**src/rtl/data_cache.sv**
```systemverilog
// rtl/data_cache.sv - direct-mapped write-back/write-allocate data cache; optional DCACHE_STATS_EN hit/miss counters
module data_cache #(
    parameter int INDEX_BITS = 3
) (
    input  logic         clk,
    input  logic         reset,
    input  logic         read,
    input  logic         write,
    input  logic [31:0]  address,
    input  logic [31:0]  writedata,
    output logic [31:0]  readdata,
    output logic         busywait,
    output logic         mem_read,
    output logic         mem_write,
    output logic [27:0]  mem_address,
    output logic [127:0] mem_writedata,
    input  logic [127:0] mem_readdata,
    input  logic         mem_busywait,
    output logic [15:0]  hit_count,
    output logic [15:0]  miss_count
);

    localparam int LINES    = 1 << INDEX_BITS;
    localparam int TAG_BITS = 28 - INDEX_BITS;

    typedef enum logic [1:0] {IDLE, WRITEBACK, FETCH} state_t;

    state_t              state;
    logic                seen_busy;
    logic [LINES-1:0]    valid;
    logic [LINES-1:0]    dirty;
    logic [TAG_BITS-1:0] tags [LINES];
    logic [127:0]        data [LINES];

    logic [INDEX_BITS-1:0] idx;
    logic [TAG_BITS-1:0]   tag;
    logic [1:0]            off;
    logic                  req;
    logic                  hit;
    logic [127:0]          line;
    logic [127:0]          merged;
    logic                  unused_addr;

    assign idx         = address[3+INDEX_BITS:4];
    assign tag         = address[31:4+INDEX_BITS];
    assign off         = address[3:2];
    assign req         = read | write;
    assign unused_addr = ^address[1:0];
    assign line        = data[idx];
    assign hit         = valid[idx] && (tags[idx] == tag);

    // Zero-wait hit path: stall only on a miss or while a block transfer is in flight
    always_comb begin
        busywait = (state != IDLE) || (req && !hit);
        readdata = '0;
        if (state == IDLE && read && !write && hit)
            readdata = line[{off, 5'b0} +: 32];
    end

    // Store word merged into the resident line
    always_comb begin
        merged = line;
        merged[{off, 5'b0} +: 32] = writedata;
    end

    // Controller FSM, line storage and registered memory-side outputs
    always_ff @(posedge clk) begin
        if (reset) begin
            state         <= IDLE;
            seen_busy     <= 1'b0;
            valid         <= '0;
            dirty         <= '0;
            mem_read      <= 1'b0;
            mem_write     <= 1'b0;
            mem_address   <= '0;
            mem_writedata <= '0;
        end else begin
            case (state)
                IDLE: begin
                    if (req && hit) begin
                        if (write) begin
                            data[idx]  <= merged;
                            dirty[idx] <= 1'b1;
                        end
                    end else if (req) begin
                        seen_busy <= 1'b0;
                        if (valid[idx] && dirty[idx]) begin
                            state         <= WRITEBACK;
                            mem_write     <= 1'b1;
                            mem_address   <= {tags[idx], idx};
                            mem_writedata <= line;
                        end else begin
                            state       <= FETCH;
                            mem_read    <= 1'b1;
                            mem_address <= {tag, idx};
                        end
                    end
                end
                WRITEBACK: begin
                    if (mem_busywait) begin
                        seen_busy <= 1'b1;
                    end else if (seen_busy) begin
                        state         <= FETCH;
                        seen_busy     <= 1'b0;
                        mem_write     <= 1'b0;
                        mem_read      <= 1'b1;
                        mem_address   <= {tag, idx};
                        mem_writedata <= '0;
                    end
                end
                FETCH: begin
                    if (mem_busywait) begin
                        seen_busy <= 1'b1;
                    end else if (seen_busy) begin
                        state       <= IDLE;
                        seen_busy   <= 1'b0;
                        mem_read    <= 1'b0;
                        mem_address <= '0;
                        data[idx]   <= mem_readdata;
                        tags[idx]   <= tag;
                        valid[idx]  <= 1'b1;
                        dirty[idx]  <= 1'b0;
                    end
                end
                default: state <= IDLE;
            endcase
        end
    end

`ifdef DCACHE_STATS_EN
    // Saturating counters of requests resolved in IDLE as hit or miss
    always_ff @(posedge clk) begin
        if (reset) begin
            hit_count  <= '0;
            miss_count <= '0;
        end else if (state == IDLE && req) begin
            if (hit && hit_count != 16'hFFFF)
                hit_count <= hit_count + 16'd1;
            if (!hit && miss_count != 16'hFFFF)
                miss_count <= miss_count + 16'd1;
        end
    end
`else
    assign hit_count  = '0;
    assign miss_count = '0;
`endif

endmodule

```
**config.mk**
```make
export PLATFORM = sky130hd
export DESIGN_NAME = data_cache
export DESIGN_NICKNAME = d
export VERILOG_FILES = /design/src/rtl/data_cache.sv
export SDC_FILE = /design/constraint.sdc
export NUM_CORES = 2
export LEC_CHECK = 0
export CAP_MARGIN = 20
export CORE_MARGIN = 3
export CORE_UTILIZATION = 50
export CTS_CLUSTER_SIZE = 20
export DETAILED_ROUTE_END_ITERATION = 10
export GPL_TIMING_DRIVEN = 1
export MAX_ROUTING_LAYER = met4
export PLACE_DENSITY = 0.76
export SLEW_MARGIN = 20
export SYNTH_ARGS = -nofsm -noshare
export SYNTH_HDL_FRONTEND = slang
export SYNTH_SLANG_ARGS = --single-unit
```
**constraint.sdc**
```tcl
create_clock -name clk -period 26.3 [get_ports clk]
set_input_delay 3.945 -clock clk [delete_from_list [all_inputs] [get_ports clk]]
set_output_delay 3.945 -clock clk [all_outputs]
set_load 0.01 [all_outputs]
```
==> impl_metrics.json <==
{
  "status": "completed",
  "synth_compound_area_share_pct": 14.43,
  "antenna_found_initial": 9,
  "path_buf_inv": 6,
  "ir_worst_vdd_uv": 62.85,
  "arrival_ps": 10450,
  "finalPower_w": 0.004902,
  "synth-seq-area-share_pct": 71.60,
  "synth_common_cells": "edfxtp_1, a21oi_1, nor2_1, a22oi_1, dfxtp_1",
  "yosysMostFrequentCell": "edfxtp_1",
  "hold_slack_ps": 445.3,
  "htreeDepth": 4,
  "timing.fmax_mhz": 69.48,
  "clockBufferDepth": 3,
  "criticalPathCategory": "input pin to output pin",
  "dpl_cell_area_mm2": 0.06138,
  "slowest_delay_ps": 660,
  "max_slew_margin_pct": 18.92,
  "dp_hpwl_um": 94200,
  "clock_sinks": 1401,
  "syn_area_mm2": 0.05628,
  "yosys.area_share.xor_xnor_pct": 0.1712,
  "ioPinCount": 420,
  "cts_setup_buffers": 0,
  "clock_latency_ps": 760,
  "synth_warnings": 0,
  "crit_top_cell": "buf_4",
  "grt_pass1_vias": 35240,
  "ys_ff_latch": 1401,
  "synthArstFlopShare_pct": 0,
  "synthAdderAreaFrac_pct": 0.2001,
  "syn2layout_area_growth_pct": 17.75,
  "drc": 0,
  "synth_top_family_by_area": "compound AO/OA/AOI/OAI gates",
  "drv_cap": 0,
  "cp_top_family": "simple AND/OR/NAND/NOR gates",
  "synthMuxAreaShare_pct": 5.375,
  "startpoint_type": "input pin",
  "syn_area_per_cell_um2": 15.43,
  "grt_max_degree": 150,
  "die_h_um": 341.5,
  "cts_tree": "done",
  "port_buffers": 385,
  "fin_skew_ps": 35.15,
  "layout-drive-gt1-share_pct": 14.14,
  "design.core.area_mm2": 0.1111,
  "synth_area_leaders": "edfxtp_1, dfxtp_1, a22oi_1, o2bb2ai_2, a21oi_1",
  "numCtsBuffers": 142,
  "worst_path_max_delay_cell": "or4_4",
  "worst_slew_pin_slew_ps": 1216,
  "hold_class": "register to register",
  "vias": 36600,
  "timing.setup.tns_ps": 0,
  "layout.nets": 4203,
  "clockRootBuffer": "clkbuf_16",
  "wl_um": 167800,
  "final_area_mm2": 0.06627,
  "fin_crit_ps": 14390,
  "pwr_density_cell_mw_per_mm2": 73.97,
  "start_util_pct": 50.65,
  "clk_pin_slew_ps": 50,
  "postCtsHoldBufs": 0,
  "drtAntennaViolNets": 0,
  "row_count": 122,
  "grt_usage_pct": 28.95,
  "finalHoldViolCount": 0,
  "syn_inst": 3647,
  "synth_cell_types": 73,
  "cp-end-kind": "output pin",
  "period_share_pct": 54.72,
  "grt_pass1_wl_um": 240400,
  "worstPathMaxFanout": 36,
  "required_ps": 22350,
  "synth_top_area_share_pct": 65.30,
  "p_leak_nw": 21.60,
  "crit_chain": "buf_4 > buf_4 > buf_4 > or2b_2 > buf_4 > o22ai_1 > nor3_1 > nor4b_1 > nand4_1 > or4_4 > nor2_2 > nand3_2 > buf_4 > nor2_1 > clkdlybuf4s50_1",
  "die_w_um": 341.5,
  "drt_pass1_iterations": 6,
  "die-area_mm2": 0.1166,
  "synth_flop_cell": "edfxtp_1",
  "rsz0062_at_grt": "false",
  "post_cts_resized": 0,
  "drtIter0Drc": 5149,
  "drv_slew": 0,
  "grt_overflow": 0,
  "synth-edff-count": 1224,
  "yosys.area_share.simple_pct": 5.155,
  "utilization_pct": 59.64,
  "avgViaCountPerCell": 6.521,
  "setup_violations": 0,
  "gp_congestion": 0.8476,
  "synth_largest_area_cell": "edfxtp_1",
  "wl_per_cell_um": 29.90
}
[kinds of logic after synthesis]
family	count (synthesis)
other	1
xor gates and xnor gates	11
adders and majority gates	9
buffers and inverters	316
muxes	228
DFF	1401
AOI/OAI and AO/OA	1059
and+or+nand+nor	622
[state kept, by name, summed over array words and instances, names as in the netlist, named ones only]
signal / flops
state: 2
mem_address: 28
mem_write: 1
mem_read: 1
seen_busy: 1
mem_writedata: 128
data: 1024
tags: 200
valid: 8
[through the flow]
step	setup slack, ps	cells
finish	11910	5613
detailed placement	11960	5338
CTS	11950	5601
floorplan	10520	3678
global placement	12000	5338
global route	11680	5610
[cell type report]
cell class | count | area [µm²]
diodes | 9 | 22.52
clock buffers | 194 | 4048
clock inverters | 69 | 777.0
fillers | 8067 | 44850
inverters | 26 | 97.59
multi-input cells | 1961 | 14610
flip-flops and latches | 1401 | 40300
well taps | 1488 | 1862
repair buffers | 465 | 4554
[power breakdown]
part / internal, W / switching, W / total, W
combinational: 0.000123 / 0.000257 / 0.000380
sequential: 0.00245 / 0.00000493 / 0.00246
clock: 0.00121 / 0.000852 / 0.00206
total: 0.00379 / 0.00111 / 0.00490
[final timing paths]
check               from           end  depth (start not counted)  slack [ps]
max           address[4]  readdata[26]                         15       11910
min             valid[7]      valid[7]                          1         450
max reg2reg  tags[1][17]   data[7][71]                         10       20770
min reg2reg     valid[7]      valid[7]                          1         450
[metal layers]
| metal | routed length [µm] | global-route usage [%] | vias to the layer above |
|---|---|---|---|
| li1 | - | - | 15190 |
| met1 | 62060 | 38.77 | 18170 |
| met2 | 75270 | 42.11 | 2837 |
| met3 | 24720 | 8.889 | 410 |
| met4 | 5776 | 10.24 | 0 |
| met5 | 0 | - | - |
[placed cells by master (no fill, tap or decap), drive strengths merged, types with 50 or more instances in the layout]
cell type and count:
a221oi 100, edfxtp 1224, clkdlybuf4s50 381, nor2 341, o2bb2ai 126, mux2 61, a22o 62, nand2 97
mux2i 117, dfxtp 177, a22oi 242, and3 78, o21ai 53, buf 82, mux4 50, a21oi 343
clkbuf 196, clkinv 52
(Power assumes the default switching activity.)
